$ cat config.mk
export PLATFORM = sky130hd
export DESIGN_NAME = draw_text_grid
export DESIGN_NICKNAME = d
export VERILOG_FILES = /design/src/rtl/draw_text_grid.sv
export SDC_FILE = /design/constraint.sdc
export NUM_CORES = 1
export LEC_CHECK = 0
export ABC_CLOCK_PERIOD_IN_PS = 3100
export CELL_PAD_IN_SITES_DETAIL_PLACEMENT = 1
export CELL_PAD_IN_SITES_GLOBAL_PLACEMENT = 2
export CORE_UTILIZATION = 35
export DETAILED_ROUTE_END_ITERATION = 10
export GPL_TIMING_DRIVEN = 0
export PLACE_DENSITY_LB_ADDON = 0.08
export REMOVE_ABC_BUFFERS = 1
export SLEW_MARGIN = 20
export SYNTH_ARGS = -nofsm -noshare
export SYNTH_HDL_FRONTEND = slang
export SYNTH_SLANG_ARGS = --single-unit
$ cat constraint.sdc
create_clock -name clk -period 3.1 [get_ports clk]
set_input_delay 0.62 -clock clk [delete_from_list [all_inputs] [get_ports clk]]
set_output_delay 0.62 -clock clk [all_outputs]
set_load 0.01 [all_outputs]
$ cat src/rtl/draw_text_grid.sv
// draw_text_grid: overlays a COLS x ROWS grid of 8x16 glyphs on a video stream.
// The character buffer is written by the host or swept to spaces by a clear
// engine. A 3-stage pixel pipeline looks up the cell code, drives the external
// font ROM address, and picks the glyph bit for the compositor.
module draw_text_grid #(
  parameter logic [10:0] X_POS    = 11'd64,
  parameter logic [10:0] Y_POS    = 11'd64,
  parameter int          COLS     = 16,
  parameter int          ROWS     = 4,
  parameter logic [11:0] FG_COLOR = 12'h0_0_0,
  parameter logic [11:0] BG_COLOR = 12'hf_f_f
) (
  input  logic        clk,
  input  logic        rst,
  input  logic [10:0] hcount_in,
  input  logic [10:0] vcount_in,
  input  logic        hsync_in,
  input  logic        vsync_in,
  input  logic        hblnk_in,
  input  logic        vblnk_in,
  input  logic [11:0] rgb_in,
  input  logic        char_we,
  input  logic [10:0] char_addr,
  input  logic [6:0]  char_data,
  input  logic        clear,
  output logic [10:0] font_addr,
  input  logic [7:0]  font_data,
  output logic        busy,
  output logic [10:0] hcount_out,
  output logic [10:0] vcount_out,
  output logic        hsync_out,
  output logic        vsync_out,
  output logic        hblnk_out,
  output logic        vblnk_out,
  output logic [11:0] rgb_out
);

  localparam int          CELLS     = COLS * ROWS;
  localparam int          AW        = (CELLS > 1) ? $clog2(CELLS) : 1;
  localparam int          DEPTH     = 1 << AW;
  localparam logic [11:0] X_END     = 12'(X_POS) + 12'(8 * COLS);
  localparam logic [11:0] Y_END     = 12'(Y_POS) + 12'(16 * ROWS);
  localparam logic [10:0] LAST_CELL = 11'(CELLS - 1);
  localparam logic [10:0] NUM_CELLS = 11'(CELLS);
  localparam logic [6:0]  SPACE     = 7'h20;
  localparam int          TW        = 38;

  typedef enum logic {ST_IDLE, ST_CLEAR} state_t;

  state_t      state, state_nxt;
  logic [10:0] clr_addr, clr_addr_nxt;
  logic        start_pend, start_pend_nxt;
  logic        host_wr;

  logic [6:0]  char_mem [0:DEPTH-1];

  logic [10:0]   h_off, v_off;
  logic          in_box;
  logic [AW-1:0] cell_idx;
  logic [TW-1:0] tim_in;

  logic [TW-1:0] tim_p1, tim_p2, tim_p3;
  logic          in_box_p1, in_box_p2;
  logic [6:0]    code_p1;
  logic [3:0]    line_p1;
  logic [2:0]    px_p1, px_p2;
  logic          glyph_bit;

  // Inside the box the glyph decides the colour; blanking or outside passes upstream video.
  function automatic logic [11:0] pick_rgb(input logic pass, input logic glyph,
                                           input logic [11:0] under);
    if (pass) return under;
    return glyph ? FG_COLOR : BG_COLOR;
  endfunction

  assign busy = (state == ST_CLEAR);

  // A host write lands only when the clear engine is idle and not about to start.
  assign host_wr = !busy && char_we && !clear && !start_pend && (char_addr < NUM_CELLS);

  // Clear engine state register; reset arms an automatic clear for the release.
  always_ff @(posedge clk) begin
    if (rst) begin
      state      <= ST_IDLE;
      clr_addr   <= 11'd0;
      start_pend <= 1'b1;
    end else begin
      state      <= state_nxt;
      clr_addr   <= clr_addr_nxt;
      start_pend <= start_pend_nxt;
    end
  end

  // Clear engine next state: sweep cells 0..CELLS-1, ignore clear while sweeping.
  always_comb begin
    state_nxt      = state;
    clr_addr_nxt   = clr_addr;
    start_pend_nxt = start_pend;
    case (state)
      ST_IDLE: begin
        if (clear || start_pend) begin
          state_nxt      = ST_CLEAR;
          clr_addr_nxt   = 11'd0;
          start_pend_nxt = 1'b0;
        end
      end
      ST_CLEAR: begin
        if (clr_addr == LAST_CELL) state_nxt = ST_IDLE;
        else                       clr_addr_nxt = clr_addr + 11'd1;
      end
      default: state_nxt = ST_IDLE;
    endcase
  end

  // Character buffer write port: the sweep owns the port while busy.
  always_ff @(posedge clk) begin
    if (busy)         char_mem[clr_addr[AW-1:0]]  <= SPACE;
    else if (host_wr) char_mem[char_addr[AW-1:0]] <= char_data;
  end

  // Box test is done before using offsets so pixels left/above never wrap into a cell.
  assign h_off    = hcount_in - X_POS;
  assign v_off    = vcount_in - Y_POS;
  assign in_box   = (hcount_in >= X_POS) && ({1'b0, hcount_in} < X_END) &&
                    (vcount_in >= Y_POS) && ({1'b0, vcount_in} < Y_END);
  assign cell_idx = in_box ? AW'({4'd0, v_off[10:4]} * 11'(COLS) + {3'd0, h_off[10:3]})
                           : '0;
  assign tim_in   = {hcount_in, vcount_in, hsync_in, vsync_in, hblnk_in, vblnk_in, rgb_in};
  assign glyph_bit = font_data[3'd7 - px_p2];

  // Pixel pipeline: cell lookup, font address, glyph select / composite.
  always_ff @(posedge clk) begin
    if (rst) begin
      tim_p1    <= '0;
      in_box_p1 <= 1'b0;
      code_p1   <= 7'd0;
      line_p1   <= 4'd0;
      px_p1     <= 3'd0;
      tim_p2    <= '0;
      in_box_p2 <= 1'b0;
      px_p2     <= 3'd0;
      font_addr <= 11'd0;
      tim_p3    <= '0;
      rgb_out   <= 12'd0;
    end else begin
      // stage 1: box test, cell lookup in the character buffer
      tim_p1    <= tim_in;
      in_box_p1 <= in_box;
      code_p1   <= char_mem[cell_idx];
      line_p1   <= v_off[3:0];
      px_p1     <= h_off[2:0];
      // stage 2: present glyph line address to the font ROM
      tim_p2    <= tim_p1;
      in_box_p2 <= in_box_p1;
      px_p2     <= px_p1;
      font_addr <= {code_p1, line_p1};
      // stage 3: pick the glyph bit and composite
      tim_p3    <= tim_p2;
      rgb_out   <= pick_rgb(tim_p2[13] || tim_p2[12] || !in_box_p2, glyph_bit, tim_p2[11:0]);
    end
  end

  assign hcount_out = tim_p3[37:27];
  assign vcount_out = tim_p3[26:16];
  assign hsync_out  = tim_p3[15];
  assign vsync_out  = tim_p3[14];
  assign hblnk_out  = tim_p3[13];
  assign vblnk_out  = tim_p3[12];

endmodule

==> impl_metrics.tcl <==
set metrics [dict create \
    cts_root_buffer "clkbuf_16" \
    critPathMaxStageDelay_ns 0.45 \
    min_period_ns 3.00 \
    p_per_area_nw_per_um2 599 \
    dp_slack_ns -1.76 \
    hold_viol 0 \
    area_growth_pct 23.8 \
    ys.flop_type "edfxtp_1" \
    rsz0062_at_grt "true" \
    gp_congestion 0.757 \
    clock_sinks 591 \
    antenna_found_initial 1 \
    skew_ns 0.0200 \
    holdBufCountCts 0 \
    cp-end-kind "flip-flop" \
    synth_edf_count 448 \
    postSynthAreaPerCell_um2 15.5 \
    synthAdderAreaFrac_pct 0.221 \
    synth-async-reset-ratio_pct 0 \
    fin_ws_ns 0.104 \
    vias_per_cell 5.23 \
    cts_buffer_depth 3 \
    setup-tns-final_ns 0 \
    antenna_left 0 \
    wl_per_cell_um 25.3 \
    ios 118 \
    grt.overflow.total 0 \
    hp-start "rst" \
    fp-row-count 92 \
    route.detailed.drc 0 \
    holdPathStages 2 \
    synth_cell_types 65 \
    drtIter0Drc 778 \
    yosys-top-cells-count "448 x edfxtp_1, 143 x dfxtp_1, 110 x nor2b_1" \
    synth_compound_area_share_pct 7.84 \
    cpMostUsedCell "buf_4" \
    core_area_um2 63400 \
    synthTopCellsByArea "edfxtp_1 59%, dfxtp_1 13%, mux2_2 3.2%" \
    cap_violations 0 \
    dieHeight_um 256 \
    maxSlewViolCount 0 \
    synth_top_family_by_area "multiplexers" \
    min_to "tim_p3[31]" \
    drtPass1Iterations 5 \
    synth_top_area_share_pct 59.5 \
    seq_power_share_pct 50.8 \
    fp.dieW_um 256 \
    htreeDepth 3 \
    track_usage_pct 19.4 \
    port_buffers 117 \
    yosysTopAreaCell "edfxtp_1" \
    clock_power_share_pct 45.5 \
    cpLargestDelayFamily "compound AO/OA/AOI/OAI gates" \
    reg2reg_depth 5 \
    ys_seq_area_share_pct 72.1 \
    initial_core_util_pct 35.7 \
    setup_viol 0 \
    synth_seq_cells 591 \
    max_freq_ghz 0.334 \
    numCtsBuffers 69 \
    sw_frac_of_total_pct 21.2 \
    switching_power_mw 3.55 \
    yosys.cell_count.top_type "edfxtp_1" \
    rr_startpoint "busy" \
    final_nets 1679 \
    intPower_mw 13.2 \
    cp_slowest_cell "nor4_4" \
    grt_pass1_wl_um 92900 \
    vias 13100 \
    hold_path.class "in2reg" \
    synth-xor-area-share_pct 0.503 \
    crit_fanout 51 \
    path_clk_slew_ns 0.05 \
    maxSlewHeadroom_pct 35.1 \
    outcome "complete, no violations" \
    tightest_slew_ns 0.968 \
    clk_latency_ns 0.61 \
    drive_gt1_share_pct 23.5 \
    hpwl_um 37300 \
    muxShareOfSynthArea_pct 9.09 \
    vdd.ir_drop.worst_v 0.000408 \
    synth_area_um2 22600 \
    placed_area_um2 24900 \
    die_area_um2 65700 \
    synthSimpleGateAreaFrac_pct 8.13 \
    yosysWarnings 0 \
    cts_tree "built" \
    grt_start_max_net_pins 96 \
    finalWirelength_um 63600 \
    critPathLaunchType "primary input" \
    leakagePower_nw 9.85 \
    syn_inst 1463 \
    critical_path_buf_inv_count 3 \
    grt_pass1_vias 13700 \
    r2r_slack_ns 0.11 \
    crit_arrival_ns 3.45 \
    pwr-share-comb_pct 3.8 \
    crit_type "in2reg" \
    worst_r2r_endpoint "char_mem[42][4]" \
    hold_slack_ns 0.383 \
    crit_chain "buf_4 -> buf_16 -> nor4_4 -> a21o_4 -> buf_4 -> and3_4 -> o211ai_1 -> o22ai_1 -> a21oi_1 -> a22o_1" \
    critPathRequiredTime_ns 3.56 \
    fillers 6209 \
    final_area_um2 28000 \
    post-route-period-util_pct 96.6 \
]
## placed cells by master, fill, tap and decap left out, types with 7 or more instances in the layout
cell type,netlist,layout
edfxtp_1,448,448
dfxtp_1,143,143
clkdlybuf4s50_1,0,111
nor2b_1,110,109
clkbuf_16,0,72
mux2_2,64,64
nand2_1,56,47
a21oi_1,50,45
nor2_4,0,42
mux2i_1,42,41
o21ai_0,38,37
nor2_1,93,34
mux4_2,32,32
a221oi_1,37,30
buf_4,7,30
clkbuf_1,51,26
nor2_2,0,17
mux2_1,16,16
nand3_1,16,14
o211ai_1,14,14
a31oi_1,17,12
o21a_1,12,12
inv_1,12,11
o2bb2ai_1,11,11
buf_16,0,11
nor3b_1,10,10
a22oi_1,9,9
clkinv_2,0,9
nor3_1,9,8
a221oi_2,3,8
and2_4,0,7
nand2_2,0,7
xnor2_1,7,7
clkbuf_8,0,7
## cell families after synthesis
kind of cell,count (synthesis)
buffers and inverters,107
DFF,591
and+or+nand+nor,343
muxes,155
xor gates and xnor gates,13
adders and majority gates,4
AOI/OAI and AO/OA,250
## flip-flops by register name (all words and copies together) (netlist names)
signal      cells
char_mem      448
tim_p1         38
tim_p2         34
tim_p3         26
rgb_out        12
clr_addr       11
font_addr      11
code_p1         7
busy            1
in_box_p1       1
in_box_p2       1
start_pend      1
## per-layer routing
| metal | vias up | wire, µm | GRT usage [%] |
|---|---|---|---|
| li1 | 5895 | - | - |
| met1 | 6829 | 28800 | 26.0 |
| met2 | 296 | 30200 | 31.4 |
| met3 | 104 | 2560 | 3.51 |
| met4 | 0 | 2000 | 7.37 |
| met5 | - | 0 | 0 |
## area by class of cell
type                            instances  area [µm²]  share of cell area (%)
Clock inverter                         20         123                   0.438
Antenna cell                            2        5.00                  0.0179
Inverter                               12        45.0                   0.161
Tap cell                              846        1060                    3.78
Sequential cell                       591       16300                    58.3
Clock buffer                          105        2000                    7.13
Timing Repair Buffer                  163        1810                    6.48
Multi-Input combinational cell        770        6640                    23.7
## power groups by stage
stage	registers, mW	logic (mW)	clock network (mW)
after floorplan	8.68	0.208	0
after global placement	8.68	0.621	0
after detailed placement	8.68	0.585	0
after CTS	8.51	0.635	7.85
after global routing	8.52	0.680	8.12
final	8.51	0.633	7.62
## worst reg2reg max path, stage by stage (launching register included)
cell and delay, ns:
dfxtp_1 0.39, nor4_1 0.40, and4_2 0.51, mux2i_4 0.48
nand2_2 0.37, nor2_2 0.48
## how the worst max path moves through the flow
stage                            to  cells past startpoint    startpoint
finish                   code_p1[4]                     10  hcount_in[4]
floorplan                code_p1[0]                      8  hcount_in[7]
global placement         code_p1[0]                      7  hcount_in[3]
global route        char_mem[16][6]                      6          busy
detailed placement       code_p1[3]                      9  hcount_in[6]
CTS                      code_p1[3]                     11  hcount_in[7]
## through the flow
step | instances | util, % | power (mW)
CTS | 2498 | 43.7 | 17.0
floorplan | 1368 | - | 8.89
global placement | 2331 | 38.5 | 9.30
finish | 2509 | 44.1 | 16.8
global route | 2507 | 44.1 | 17.3
detailed placement | 2346 | 39.2 | 9.26
## what timing repair did
action	CTS	global route
setup buffers	22	9
endpoints found under the setup margin	441	271
cloned	5	0
pin swaps	5	5
resized for setup	127	50
(Power assumes the default switching activity.)
